$ cat config.mk
export PLATFORM = sky130hd
export DESIGN_NAME = ps2_host_tx
export DESIGN_NICKNAME = d
export VERILOG_FILES = /design/src/rtl/ps2_pkg.sv /design/src/rtl/ps2_line_sync.sv /design/src/rtl/ps2_host_tx.sv
export SDC_FILE = /design/constraint.sdc
export NUM_CORES = 1
export LEC_CHECK = 0
export CORE_UTILIZATION = 25
export CTS_BUF_LIST = sky130_fd_sc_hd__clkbuf_4
export DETAILED_ROUTE_END_ITERATION = 6
export MAX_ROUTING_LAYER = met4
export SLEW_MARGIN = 5
export SYNTH_ARGS = -nofsm -noshare
export SYNTH_HDL_FRONTEND = slang
export SYNTH_HIERARCHICAL = 1
export SYNTH_SLANG_ARGS = --single-unit
$ cat constraint.sdc
create_clock -name clk -period 2.1 [get_ports clk]
set_input_delay 0.42 -clock clk [delete_from_list [all_inputs] [get_ports clk]]
set_output_delay 0.42 -clock clk [all_outputs]
set_load 0.005 [all_outputs]
$ cat src/rtl/ps2_pkg.sv
// ps2_pkg: shared types, error codes, default timing and parity helper for the
// PS/2 host transmitter (and reusable by the receive path).
package ps2_pkg;

    typedef enum logic [2:0] {
        IDLE,
        INHIBIT,
        RTS,
        WAIT_START,
        SEND,
        ACK,
        WAIT_IDLE,
        ERR
    } ps2_state_t;

    localparam logic [1:0] ERR_NONE     = 2'd0;
    localparam logic [1:0] ERR_START_TO = 2'd1;
    localparam logic [1:0] ERR_PKT_TO   = 2'd2;
    localparam logic [1:0] ERR_NACK     = 2'd3;

    // Default timing, expressed in physical units and scaled by the clock rate
    localparam int unsigned DEF_CLK_FREQ_HZ = 100_000_000;
    localparam int unsigned DEF_INHIBIT_US  = 120;
    localparam int unsigned DEF_START_TO_MS = 15;
    localparam int unsigned DEF_PKT_TO_MS   = 2;

    // Parity bit that makes the 9-bit {parity, data} word carry an odd number of ones
    function automatic logic odd_parity(input logic [7:0] d);
        return ~^d;
    endfunction

endpackage

$ cat src/rtl/ps2_line_sync.sv
// ps2_line_sync: 2-FF synchronizer for one raw PS/2 line plus a falling-edge
// detector on the synchronized level. Lines idle high, so reset preloads ones
// to avoid a spurious fall right after reset.
module ps2_line_sync (
    input  logic clk,
    input  logic rst,
    input  logic line_in,
    output logic level,
    output logic fall
);

    // [0],[1] form the synchronizer; [2] holds the previous synced level
    logic [2:0] sync_pipe;

    // Shift the raw line through the synchronizer and edge-history stages
    always_ff @(posedge clk or posedge rst) begin
        if (rst) sync_pipe <= 3'b111;
        else     sync_pipe <= {sync_pipe[1:0], line_in};
    end

    assign level = sync_pipe[1];
    assign fall  = sync_pipe[2] & ~sync_pipe[1];

endmodule

$ cat src/rtl/ps2_host_tx.sv
// ps2_host_tx: sends one command byte host-to-device on an open-drain PS/2 bus.
// Frame on the wire: start 0, d0..d7, odd parity, stop 1, then device ACK.
// Optional build macro PS2_TX_RETRY_EN: after a packet timeout or NACK the
// same byte is retried once from INHIBIT before an error is reported.
module ps2_host_tx
    import ps2_pkg::*;
#(
    parameter int unsigned CLK_FREQ_HZ    = DEF_CLK_FREQ_HZ,
    parameter int unsigned INHIBIT_CYCLES = CLK_FREQ_HZ / 1_000_000 * DEF_INHIBIT_US,
    parameter int unsigned START_TIMEOUT  = CLK_FREQ_HZ / 1_000 * DEF_START_TO_MS,
    parameter int unsigned PACKET_TIMEOUT = CLK_FREQ_HZ / 1_000 * DEF_PKT_TO_MS
) (
    input  logic       clk,
    input  logic       rst,
    input  logic       tx_valid,
    input  logic [7:0] tx_data,
    output logic       tx_ready,
    input  logic       ps2_clk_in,
    input  logic       ps2_data_in,
    output logic       ps2_clk_oe,
    output logic       ps2_data_oe,
    output logic       busy,
    output logic       tx_done,
    output logic       tx_err,
    output logic [1:0] err_code
);

    localparam int unsigned TMAX0 = (INHIBIT_CYCLES > START_TIMEOUT) ? INHIBIT_CYCLES : START_TIMEOUT;
    localparam int unsigned TMAX  = (TMAX0 > PACKET_TIMEOUT) ? TMAX0 : PACKET_TIMEOUT;
    localparam int          TW    = $clog2(TMAX);

    // Terminal values: the last cycle of each window, so counters never wrap
    localparam logic [TW-1:0] INH_LAST   = TW'(INHIBIT_CYCLES - 1);
    localparam logic [TW-1:0] START_LAST = TW'(START_TIMEOUT - 1);
    localparam logic [TW-1:0] PKT_LAST   = TW'(PACKET_TIMEOUT - 1);

    ps2_state_t    state, state_nxt;
    logic [TW-1:0] timer, timer_nxt;
    logic [3:0]    bit_cnt, bit_cnt_nxt;
    logic          cur_bit, cur_bit_nxt;
    logic [9:0]    frame, frame_nxt;
    logic [1:0]    err_nxt;
    logic          retried, retried_nxt;
    logic          fail;
    logic [1:0]    fail_code;

    logic clk_lvl, clk_fall, data_lvl, data_fall_unused;

    ps2_line_sync u_clk_sync (
        .clk     (clk),
        .rst     (rst),
        .line_in (ps2_clk_in),
        .level   (clk_lvl),
        .fall    (clk_fall)
    );

    ps2_line_sync u_data_sync (
        .clk     (clk),
        .rst     (rst),
        .line_in (ps2_data_in),
        .level   (data_lvl),
        .fall    (data_fall_unused)
    );

    assign busy = (state != IDLE);

    // State and datapath registers; reset releases both lines immediately
    always_ff @(posedge clk or posedge rst) begin
        if (rst) begin
            state    <= IDLE;
            timer    <= '0;
            bit_cnt  <= '0;
            cur_bit  <= 1'b1;
            frame    <= '0;
            err_code <= ERR_NONE;
            retried  <= 1'b0;
        end else begin
            state    <= state_nxt;
            timer    <= timer_nxt;
            bit_cnt  <= bit_cnt_nxt;
            cur_bit  <= cur_bit_nxt;
            frame    <= frame_nxt;
            err_code <= err_nxt;
            retried  <= retried_nxt;
        end
    end

    // Next-state, line drive and status pulses; timeouts are checked before falls
    always_comb begin
        state_nxt   = state;
        timer_nxt   = timer;
        bit_cnt_nxt = bit_cnt;
        cur_bit_nxt = cur_bit;
        frame_nxt   = frame;
        err_nxt     = err_code;
        retried_nxt = retried;
        tx_ready    = 1'b0;
        ps2_clk_oe  = 1'b0;
        ps2_data_oe = 1'b0;
        tx_done     = 1'b0;
        tx_err      = 1'b0;
        fail        = 1'b0;
        fail_code   = ERR_NONE;

        unique case (state)
            IDLE: begin
                tx_ready = 1'b1;
                if (tx_valid) begin
                    frame_nxt   = {1'b1, odd_parity(tx_data), tx_data};
                    err_nxt     = ERR_NONE;
                    retried_nxt = 1'b0;
                    timer_nxt   = '0;
                    bit_cnt_nxt = '0;
                    state_nxt   = INHIBIT;
                end
            end
            INHIBIT: begin
                ps2_clk_oe = 1'b1;
                if (timer == INH_LAST) begin
                    timer_nxt = '0;
                    state_nxt = RTS;
                end else begin
                    timer_nxt = timer + TW'(1);
                end
            end
            RTS: begin
                ps2_clk_oe  = 1'b1;
                ps2_data_oe = 1'b1;
                state_nxt   = WAIT_START;
            end
            WAIT_START: begin
                ps2_data_oe = 1'b1;
                if (timer == START_LAST) begin
                    fail      = 1'b1;
                    fail_code = ERR_START_TO;
                end else if (clk_fall) begin
                    cur_bit_nxt = frame[0];
                    bit_cnt_nxt = 4'd1;
                    timer_nxt   = '0;
                    state_nxt   = SEND;
                end else begin
                    timer_nxt = timer + TW'(1);
                end
            end
            SEND: begin
                ps2_data_oe = ~cur_bit;
                if (timer == PKT_LAST) begin
                    fail      = 1'b1;
                    fail_code = ERR_PKT_TO;
                end else begin
                    timer_nxt = timer + TW'(1);
                    if (clk_fall) begin
                        cur_bit_nxt = frame[bit_cnt];
                        bit_cnt_nxt = bit_cnt + 4'd1;
                        if (bit_cnt == 4'd9) state_nxt = ACK;
                    end
                end
            end
            ACK: begin
                if (timer == PKT_LAST) begin
                    fail      = 1'b1;
                    fail_code = ERR_PKT_TO;
                end else begin
                    timer_nxt = timer + TW'(1);
                    if (clk_fall) begin
                        if (data_lvl) begin
                            fail      = 1'b1;
                            fail_code = ERR_NACK;
                        end else begin
                            state_nxt = WAIT_IDLE;
                        end
                    end
                end
            end
            WAIT_IDLE: begin
                if (timer == PKT_LAST) begin
                    fail      = 1'b1;
                    fail_code = ERR_PKT_TO;
                end else begin
                    timer_nxt = timer + TW'(1);
                    if (clk_lvl && data_lvl) begin
                        tx_done   = 1'b1;
                        state_nxt = IDLE;
                    end
                end
            end
            ERR: begin
                tx_err    = 1'b1;
                state_nxt = IDLE;
            end
            default: state_nxt = IDLE;
        endcase

`ifdef PS2_TX_RETRY_EN
        if (fail && (fail_code != ERR_START_TO) && !retried) begin
            retried_nxt = 1'b1;
            timer_nxt   = '0;
            bit_cnt_nxt = '0;
            state_nxt   = INHIBIT;
        end else if (fail) begin
            err_nxt   = fail_code;
            state_nxt = ERR;
        end
`else
        if (fail) begin
            err_nxt   = fail_code;
            state_nxt = ERR;
        end
`endif
    end

endmodule

==> flow_summary.ini <==
[status]
outcome = complete, but fails checks
violations = setup timing

[cells_and_area]
syn_to_final_growth_pct = 44.3
fill_cells = 1111
multi_input_area_um2 = 1770
regArea_um2 = 1160
antennaDiodeCount = 0
drive_gt1_frac = 0.406
fin_nets = 419

[global_routing]
grt_first_pass_wirelength_um = 14400
overflow = 0
grt_usage = 0.162
antenna_found_initial = 0
grt_pass1_vias = 2775
grt_start_max_net_pins = 42

[place]
numPortBuffers = 20
gp_congestion = 0.931
hpwl_um = 6250

[yosys]
ys_warn_count = 6
synthesis.area_um2 = 2890
synth_fp_nets = 314
synthCells = 298
syn_avg_cell_area_um2 = 9.69

[job]
cap_violations = 0

[sta]
skew_ns = 0.0143
tns_ns = -8.58
min_period_over_period = 1.22
setup_violations = 32
fin_crit_ns = 2.56
hold_viol_final = 0
slew_viol_final = 0
relSlewSlack = 0.637
rsz0062_at_grt = true
tightest_slew_ns = 0.539
max_freq_mhz = 390
setup_ws_ns = -0.461

[clocking]
ctsRootBufferMaster = clkbuf_4
clk_latency_ns = 0.38
cts_made_buffers = 5
clk_pin_slew_ns = 0.16
clock_sink_count = 46
cts_buffer_depth = 2
htree_levels = 2
cts_tree = built
cts_hold_buf = 0

[power]
power_leakage_nw = 1.84
peakVddDrop_mv = 0.446
total_power_mw = 1.47
power_density_nw_per_um2 = 352

[floorplan]
fp-row-count = 38
die_x_um = 110
coreArea_um2 = 11000
io_pins = 21
die_y_um = 110
initial_utilization = 0.262
dieArea_um2 = 12000

[detailed_routing]
via_per_inst = 5.11
drc = 0
num_vias = 2778
wl_um = 8640
drt_iter0_drc = 221
wl_per_cell_um = 15.9
drtAntennaViolNets = 0
drt-pass1-iter-count = 5

[worst_setup_path]
cp-end-kind = output port
worstPathArrival_ns = 2.14
startpoint_type = register
critPathMaxFanout = 2
crit_type = register to output port
worstPathRequired_ns = 1.68

[hold_path]
worstHoldPathType = register to register
through the flow:
step           utilization  worst slack, ns  std cells  area [µm²]  hold WS (ns)
2_1_floorplan            -           -0.186        298        2940         0.332
3_3_place_gp         0.348           -0.422        520        3830         0.346
3_5_place_dp         0.348           -0.430        520        3830         0.356
4_1_cts              0.374           -0.490        542        4130         0.377
5_1_grt              0.378           -0.522        544        4170         0.380
6_report             0.378           -0.461        544        4170         0.373
worst max-delay path, cell delays in order (launching register included):
cell	delay, ns
dfrtp_1	0.41
or4_4	0.53
or4b_4	0.52
nor2_4	0.12
nor3_2	0.06
buf_2	0.12
registers in the layout, summed over array words and instances (netlist names):
| register | flops |
|---|---|
| u_clk_sync/sync_pipe | 3 |
| state | 3 |
| u_data_sync/sync_pipe | 2 |
| frame | 10 |
| err_code | 2 |
| timer | 21 |
| bit_cnt | 4 |
| cur_bit | 1 |
worst paths after layout:
path | startpoint | end | slack [ns] | depth (start not counted)
worst max-delay path | timer[14]$_DFFE_PP0P_ | tx_done | -0.46 | 5
worst min-delay path | u_data_sync/sync_pipe[0]$_DFF_PP1_ | u_data_sync/sync_pipe[1]$_DFF_PP1_ | 0.37 | 0
worst max register to register | timer[14]$_DFFE_PP0P_ | timer[17]$_DFFE_PP0P_ | -0.35 | 9
worst min register to register | u_data_sync/sync_pipe[0]$_DFF_PP1_ | u_data_sync/sync_pipe[1]$_DFF_PP1_ | 0.37 | 0
max in group asynchronous | rst | cur_bit$_DFFE_PP1P_ | 1.42 | 3
min in group asynchronous | rst | u_data_sync/sync_pipe[1]$_DFF_PP1_ | 0.40 | 2
routing by layer:
metal  vias to the layer above  share of wire  track usage
met5                         -              0            -
met1                      1344           0.48        0.226
met4                         0          0.020       0.0514
met3                        17          0.044       0.0290
li1                       1338              -            -
met2                        79           0.45        0.237
final cells by class:
type | count | area share
inverters | 10 | 0.00901
repair buffers | 113 | 0.230
clock buffers | 5 | 0.00901
well taps | 140 | 0.0420
flip-flops and latches | 46 | 0.278
clock inverters | 3 | 0.00630
multi-input cells | 227 | 0.426
power by group:
group / total, mW / internal, mW / switching, mW
logic: 0.0862 / 0.0441 / 0.0421
registers: 0.900 / 0.895 / 0.00437
clock network: 0.483 / 0.144 / 0.338
total: 1.47 / 1.08 / 0.385
placed cells by master, fill, tap and decap left out, drive strengths merged, types with 3 or more instances in the layout:
master / count
buf: 94
dfrtp: 40
nand2: 24
nor2: 21
nor3: 17
clkdlybuf4s50: 14
nand3: 14
mux2: 13
inv: 13
o211ai: 12
a22o: 12
o21ai: 10
xnor2: 7
dfstp: 6
nand2b: 6
o31ai: 6
clkbuf: 6
nand4: 5
or3: 5
nor4: 5
xor2: 4
a211oi: 4
mux2i: 4
o211a: 4
and3: 4
or4: 4
dlygate4sd2: 3
a21oi: 3
or2: 3
ha: 3
repair_timing:
| item | CTS | global route |
|---|---|---|
| setup endpoints to repair | 37 | 35 |
| buffers inserted | 12 | 2 |
| cloned | 2 | 0 |
| pin swaps | 10 | 7 |
| resized for setup | 34 | 7 |
Note: power is estimated with default switching activity, not from simulation.
